$ cat src/rtl/mmio_port_unit.sv
// MMIO peripheral for the MIPS MEM stage: output port, synchronized input port with
// sticky rising-edge flags, and a countdown timer with a sticky expiry flag.
module mmio_port_unit #(
    parameter logic [31:0] BASE_ADDR = 32'h1001_1000
) (
    input  logic        clk,
    input  logic        reset,
    input  logic [31:0] Address,
    input  logic [31:0] WriteData,
    input  logic        MemWrite,
    input  logic        MemRead,
    input  logic [7:0]  PortIn,
    output logic        Hit,
    output logic [31:0] ReadData,
    output logic [31:0] PortOut,
    output logic        TimerIRQ
);

    localparam logic [2:0] OFF_PORT_OUT = 3'd0;
    localparam logic [2:0] OFF_PORT_IN  = 3'd1;
    localparam logic [2:0] OFF_EDGE     = 3'd2;
    localparam logic [2:0] OFF_TIMER    = 3'd3;
    localparam logic [2:0] OFF_STATUS   = 3'd4;

    logic [31:0] r_port_out;
    logic [31:0] r_count;
    logic [7:0]  r_sync1;
    logic [7:0]  r_sync2;
    logic [7:0]  r_sync3;
    logic [7:0]  r_flags;
    logic        r_expired;

    logic        w_hit;
    logic [2:0]  w_off;
    logic        w_wr;
    logic        w_rd;
    logic        w_port_out_wr;
    logic        w_timer_wr;
    logic        w_edge_clr;
    logic        w_status_clr;
    logic        w_expire_set;
    logic [7:0]  w_new_edges;
    logic        w_unused_addr;

    assign w_hit         = (Address[31:5] == BASE_ADDR[31:5]);
    assign w_off         = Address[4:2];
    assign w_unused_addr = &{1'b0, Address[1:0]};
    assign w_wr          = w_hit & MemWrite;
    assign w_rd          = w_hit & MemRead;

    assign w_port_out_wr = w_wr && (w_off == OFF_PORT_OUT);
    assign w_timer_wr    = w_wr && (w_off == OFF_TIMER);
    assign w_edge_clr    = w_rd && (w_off == OFF_EDGE);
    assign w_status_clr  = w_rd && (w_off == OFF_STATUS);

    // A TIMER write in the terminal cycle reloads instead of expiring.
    assign w_expire_set  = !w_timer_wr && (r_count == 32'd1);
    assign w_new_edges   = r_sync2 & ~r_sync3;

    // NOTE: sequential state uses non-blocking assignments so every flop samples pre-edge values.
    always_ff @(posedge clk or posedge reset) begin
        if (reset) begin
            r_port_out <= 32'd0;
        end else if (w_port_out_wr) begin
            r_port_out <= WriteData;
        end
    end

    always_ff @(posedge clk or posedge reset) begin
        if (reset) begin
            r_sync1 <= 8'd0;
            r_sync2 <= 8'd0;
            r_sync3 <= 8'd0;
        end else begin
            r_sync1 <= PortIn;
            r_sync2 <= r_sync1;
            r_sync3 <= r_sync2;
        end
    end

    // Set wins over read-to-clear for both sticky registers.
    always_ff @(posedge clk or posedge reset) begin
        if (reset) begin
            r_flags <= 8'd0;
        end else begin
            r_flags <= (w_edge_clr ? 8'd0 : r_flags) | w_new_edges;
        end
    end

    always_ff @(posedge clk or posedge reset) begin
        if (reset) begin
            r_count <= 32'd0;
        end else if (w_timer_wr) begin
            r_count <= WriteData;
        end else if (r_count != 32'd0) begin
            r_count <= r_count - 32'd1;
        end
    end

    always_ff @(posedge clk or posedge reset) begin
        if (reset) begin
            r_expired <= 1'b0;
        end else begin
            r_expired <= (r_expired & ~w_status_clr) | w_expire_set;
        end
    end

    // NOTE: ReadData gets a default before the case so no latch is inferred for unlisted offsets.
    always_comb begin
        ReadData = 32'd0;
        if (w_hit) begin
            case (w_off)
                OFF_PORT_OUT: ReadData = r_port_out;
                OFF_PORT_IN:  ReadData = {24'd0, r_sync2};
                OFF_EDGE:     ReadData = {24'd0, r_flags};
                OFF_TIMER:    ReadData = r_count;
                OFF_STATUS:   ReadData = {31'd0, r_expired};
                default:      ReadData = 32'd0;
            endcase
        end
    end

    assign Hit      = w_hit;
    assign PortOut  = r_port_out;
    assign TimerIRQ = r_expired;

endmodule
$ cat config.mk
export PLATFORM = sky130hd
export DESIGN_NAME = mmio_port_unit
export DESIGN_NICKNAME = d
export VERILOG_FILES = /design/src/rtl/mmio_port_unit.sv
export SDC_FILE = /design/constraint.sdc
export NUM_CORES = 1
export LEC_CHECK = 0
export CAP_MARGIN = 30
export CORE_MARGIN = 2
export CORE_UTILIZATION = 43
export DETAILED_ROUTE_END_ITERATION = 7
export MAX_ROUTING_LAYER = met4
export PLACE_DENSITY = 0.74
export SLEW_MARGIN = 20
export SYNTH_ARGS = -nofsm -noshare
export SYNTH_HDL_FRONTEND = slang
export SYNTH_SLANG_ARGS = --single-unit
$ cat constraint.sdc
create_clock -name clk -period 8 [get_ports clk]
set_clock_uncertainty 0.1 [all_clocks]
set_input_delay 1.6 -clock clk [delete_from_list [all_inputs] [get_ports clk]]
set_output_delay 1.6 -clock clk [all_outputs]
set_load 0.02 [all_outputs]
## Word-level counts from Yosys, hierarchy flattened

Cells that the tools add are included.

| word-level totals | value |
|---|---|
| flip-flop bits (word level) | 97 |
| output and inout port bits | 66 |
| logic and storage cells | 36 |

| operators by class | value |
|---|---|
| add/sub/neg operators | 1 |
| equal/unequal tests | 6 |
| muxes and demuxes | 5 |
| bitwise operators | 8 |
| reductions and logical operators | 9 |

Operators by type and width:

| kind | count |
|---|---|
| 32-bit case mux with 5 select lines | 1 |
| 32-bit two-way mux | 3 |
| 32-bit by 1-bit == test with 1-bit output, second input constant | 1 |
| 32-bit nonzero test | 1 |
| 32-bit by 1-bit subtractor with 32-bit output, second input constant | 1 |
| 27-bit by 24-bit == test with 1-bit output, second input constant | 1 |
| 8-bit AND | 1 |
| 8-bit two-way mux | 1 |
| 8-bit inverter | 1 |
| 8-bit bitwise OR | 1 |
| 3-bit by 2-bit == test with 1-bit output, second input constant | 2 |
| 1-bit logical AND | 5 |
| 1-bit AND | 3 |
| 3-bit by 1-bit == test with 1-bit output, second input constant | 1 |
| 3-bit == test, second input constant | 1 |
| 3-bit logical NOT | 1 |
| 2-bit nonzero test | 1 |
| 1-bit logical NOT | 1 |
| 1-bit inverter | 1 |
| 1-bit bitwise OR | 1 |

## Longest topological paths before layout

| depth | value |
|---|---|
| depth after elaboration | 6 |
| gate-level depth with buffers | 10 |
| gate-level depth less buffers | 8 |

## Worst setup path after synthesis

Ideal clock, no wire load.

| timing | value |
|---|---|
| path type | input port to output port |
| start point | input Address[18] |
| end point | output ReadData[11] |
| data arrival time | 3235 ps |
| path slack | 3065 ps |
| stages on the path | 6 |
| path through | nor4b_1 -> nand4_1 -> nor2_1 -> nand2_1 -> buf_1 -> nor2_1 |

| between the ends | value |
|---|---|
| word-level cells in the longest chain between the ends | 2 |

RTL lines:

| item | RTL line | source |
|---|---|---|
| start: declaration | 8 | `input logic [31:0] Address,` |
| 27-bit by 24-bit == test with 1-bit output | 45 | `assign w_hit = (Address[31:5] == BASE_ADDR[31:5]);` |
| net Hit | 13 | `output logic Hit,` |
| 32-bit two-way mux | 111 | `if (w_hit) begin` |
| end: declaration | 14 | `output logic [31:0] ReadData,` |

The timed path passes the listed nets, and every way through them passes these cells.

## Worst setup path after layout

| timing | value |
|---|---|
| start point | input Address[2] |
| end point | output ReadData[30] |

| between the ends | value |
|---|---|
| word-level cells in the longest chain between the ends | 3 |
| elaborated cells between the ends (all ways) | 7 |
| those cells by class | 4 x eq/ne; 2 x mux; 1 x reduce/logical |

RTL lines:

| item | RTL line | source |
|---|---|---|
| 3-bit == test, or another cell as far along | 112 | `case (w_off)` |
| 32-bit case mux with 5 select lines * | 112 |  |
| 32-bit two-way mux * | 111 |  |

Every way passes the cells marked *; elsewhere a longest branch is shown, timed or not.

==> flow_summary_export.csv <==
group,metric,value,unit
logic_synthesis,synth-async-reset-ratio,1.00,
floorplan,core_area,0.0107,mm2
sta,hold_viol_final,0,
sta,fin_ws,1.89,ns
hold_path,hp-start,"r_sync1[5]",
critical_path,crit_path_end,"ReadData[30]",
floorplan,rows,38,
sta,max_slew_margin,0.408,
cts,ctsHoldBuffers,0,
critical_path,startpoint_type,"input port",
logic_synthesis,syn-num-nets,555,
route,viasPerCell,5.50,
power,ir_worst_vdd,68.4,uV
sta,fmax,164,MHz
placement,pre_cts_ws,1.91,ns
logic_synthesis,ys_ff_latch,97,
route,drt_iter0_drc,202,
placement,dp_hpwl,8900,um
sta,period_minus_slack,6.11,ns
power,p_leak,2.50,nW
finish,final_layout_size_suffix_gt1_frac,0.106,
global_route,grt_pass1_vias,4049,
route,drtPass1Iterations,5,
critical_path,required,6.30,ns
hold_path,hp-class,"flop to flop",
finish,fillers,966,
cts,clkTransAtPathRegs,0.09,ns
sta,min_period_over_period,0.763,
route,ant_nets,0,
critical_path,critPathCaptureType,"output pin",
placement,placed_area,0.00622,mm2
run_status,outcome,"complete, no violations",
finish,fin_area,0.00640,mm2
sta,finalSetupViolCount,0,
floorplan,die_area,0.0118,mm2
cts,htreeDepth,3,
critical_path,arrival,4.41,ns
run,maxCapViolations,0,
finish,multi_input_area,0.00213,mm2
sta,maxSlewViolCount,0,
critical_path,reg2reg_from,"r_count[6]",
logic_synthesis,avgSynthCellArea,9.85,um2
placement,place_congestion,0.837,
route,drc_errors,0,
critical_path,crit_slowest_cell,"clkdlybuf4s50_1",
power,p_per_area,135,mW/mm2
logic_synthesis,post-synth-top-count-cell,"dfrtp_1",
cts,clock_tree.root_cell,"clkbuf_8",
critical_path,crit_top_cell,"clkdlybuf4s50_1",
critical_path,crit_start,"Address[2]",
route,routed-via-count,4133,
floorplan,initial_utilization,0.437,
logic_synthesis,seq_area_frac_synth,0.517,
cts,clockBufferDepth,2,
cts,post-cts-setup-buffers,0,
global_route,grt_max_degree,57,
logic_synthesis,ys_top_cells_by_area,"dfrtp_1, mux2_2, nor2_1",
floorplan,die_w,109,um
logic_synthesis,synth_top_area_share,0.517,
route,drt_wl_total,12800,um
logic_synthesis,synth_area,0.00470,mm2
sta,setup_tns,0,ns
critical_path,path_buf_inv,3,
cts,ctsResizeCount,0,
global_route,grt_antenna_before_repair,0,
critical_path,cp_top_family,"buffers and inverters",
finish,final_net_count,686,
power,power,0.862,mW
sta,worstMarginPinSlew,0.886,ns
critical_path,regToRegSetupSlack,4.88,ns
cts,clk_latency,0.38,ns
global_route,overflow,0,
logic_synthesis,synthDistinctLibCells,43,
critical_path,reg2reg_to,"r_count[28]",
floorplan,io-pin-count,142,
global_route,grt_pass1_wl,20200,um
cts,clock_sinks,97,
logic_synthesis,yosysTopAreaCell,"dfrtp_1",
cts,cts_tree,"built",
placement,portBuffers,139,
critical_path,cpPeakStageDelay,0.95,ns
critical_path,worstSetupPathType,"input port to output pin",
logic_synthesis,synth_ff_type,"dfrtp_1",
floorplan,die_h,109,um
finish,area_growth,36.2,%
cts,cts_made_buffers,9,
logic_synthesis,postSynthCellCount,477,
critical_path,crit_cells,7,
sta,rsz0062_at_grt,"no",
critical_path,ff2ff_path_depth,6,
critical_path,cp_cell_sequence,"clkdlybuf4s50_1 -> and2_1 -> nor2b_2 -> buf_4 -> a22oi_1 -> nor2_1 -> clkdlybuf4s50_1",
critical_path,cp_max_fo,26,
finish,num_antenna_cells,0,
route,wl_per_cell,17.0,um
finish,regArea,0.00243,mm2
logic_synthesis,synthTopCellsByCount,"dfrtp_1, nor2_1, nand2_1, mux2_2, a21oi_1",
logic_synthesis,synth_edf_count,0,
logic_synthesis,yosysWarnings,0,
global_route,grt_usage,0.230,
## registers in the layout, indices dropped and copies added (netlist names)
register and flops:
r_sync3 8, TimerIRQ 1, r_flags 8, r_sync2 8, PortOut 32, r_sync1 8
r_count 32
## final cells by class
type | instances | area share
clock inverters | 5 | 0.00489
flip-flops and latches | 97 | 0.379
well taps | 140 | 0.0274
repair buffers | 147 | 0.226
multi-input cells | 340 | 0.333
inverters | 13 | 0.00802
clock buffers | 10 | 0.0215
## cells in the final DEF (no fill, tap or decap), drive strengths merged, types with 2 or more instances in the layout
cell type	instances
o31ai	9
inv	14
or3	4
a211oi	3
a21oi	29
mux2i	7
o21a	4
a31oi	2
buf	7
xor2	3
nand3	13
o21ai	23
or4	12
mux2	34
ha	2
clkdlybuf4s50	139
a21o	2
nor4b	5
nand2	37
nor2	67
and2	2
clkbuf	11
o31a	2
nand4	4
dfrtp	97
nor4	10
clkinv	3
nor3	18
a22oi	25
xnor2	11
## cell families (layout without fill, tap and decap cells)
family / after synthesis / after routing / share of synthesized area
muxes: 41 / 41 / 0.0964
DFF: 97 / 97 / 0.517
xor gates and xnor gates: 14 / 14 / 0.0261
and+or+nand+nor: 180 / 180 / 0.185
AOI/OAI and AO/OA: 103 / 103 / 0.138
adders and majority gates: 2 / 2 / 0.00533
buffers and inverters: 40 / 175 / 0.0325
## worst reg2reg max path: cells and delay by family (launching register included)
family | cells | cell delay [ns]
AND/OR/NAND/NOR | 4 | 2.20
flip-flops | 1 | 0.44
AO/OA/AOI/OAI | 2 | 0.33
## routing by layer
metal  GRT usage  part of all wire  wire length, um
met4      0.0907             0.017              212
met1       0.301              0.43             5520
met2       0.361              0.48             6110
met3      0.0344             0.072              921
met5           -                 0                0
## how the worst min path moves through the flow
stage                       to  slack, ns  cells past startpoint
global route        r_sync2[6]       0.27                      0
global placement    r_sync2[0]       0.24                      0
detailed placement  r_sync2[4]       0.24                      0
finish              r_sync2[5]       0.26                      0
CTS                 r_sync2[1]       0.26                      0
floorplan           r_sync2[0]       0.23                      0
## power breakdown
group	total, mW	switching, mW	internal (mW)
Clock	0.292	0.173	0.119
Combinational	0.0709	0.0311	0.0398
Sequential	0.498	0.00247	0.496
Total	0.862	0.207	0.655
## metrics by stage
stage | utilization | hold WS (ns) | cells
floorplan | - | 0.231 | 477
CTS | 0.594 | 0.255 | 750
detailed placement | 0.579 | 0.237 | 735
global route | 0.595 | 0.267 | 752
finish | 0.595 | 0.256 | 752
global placement | 0.578 | 0.235 | 735
Note: power is estimated with default switching activity, not from simulation.
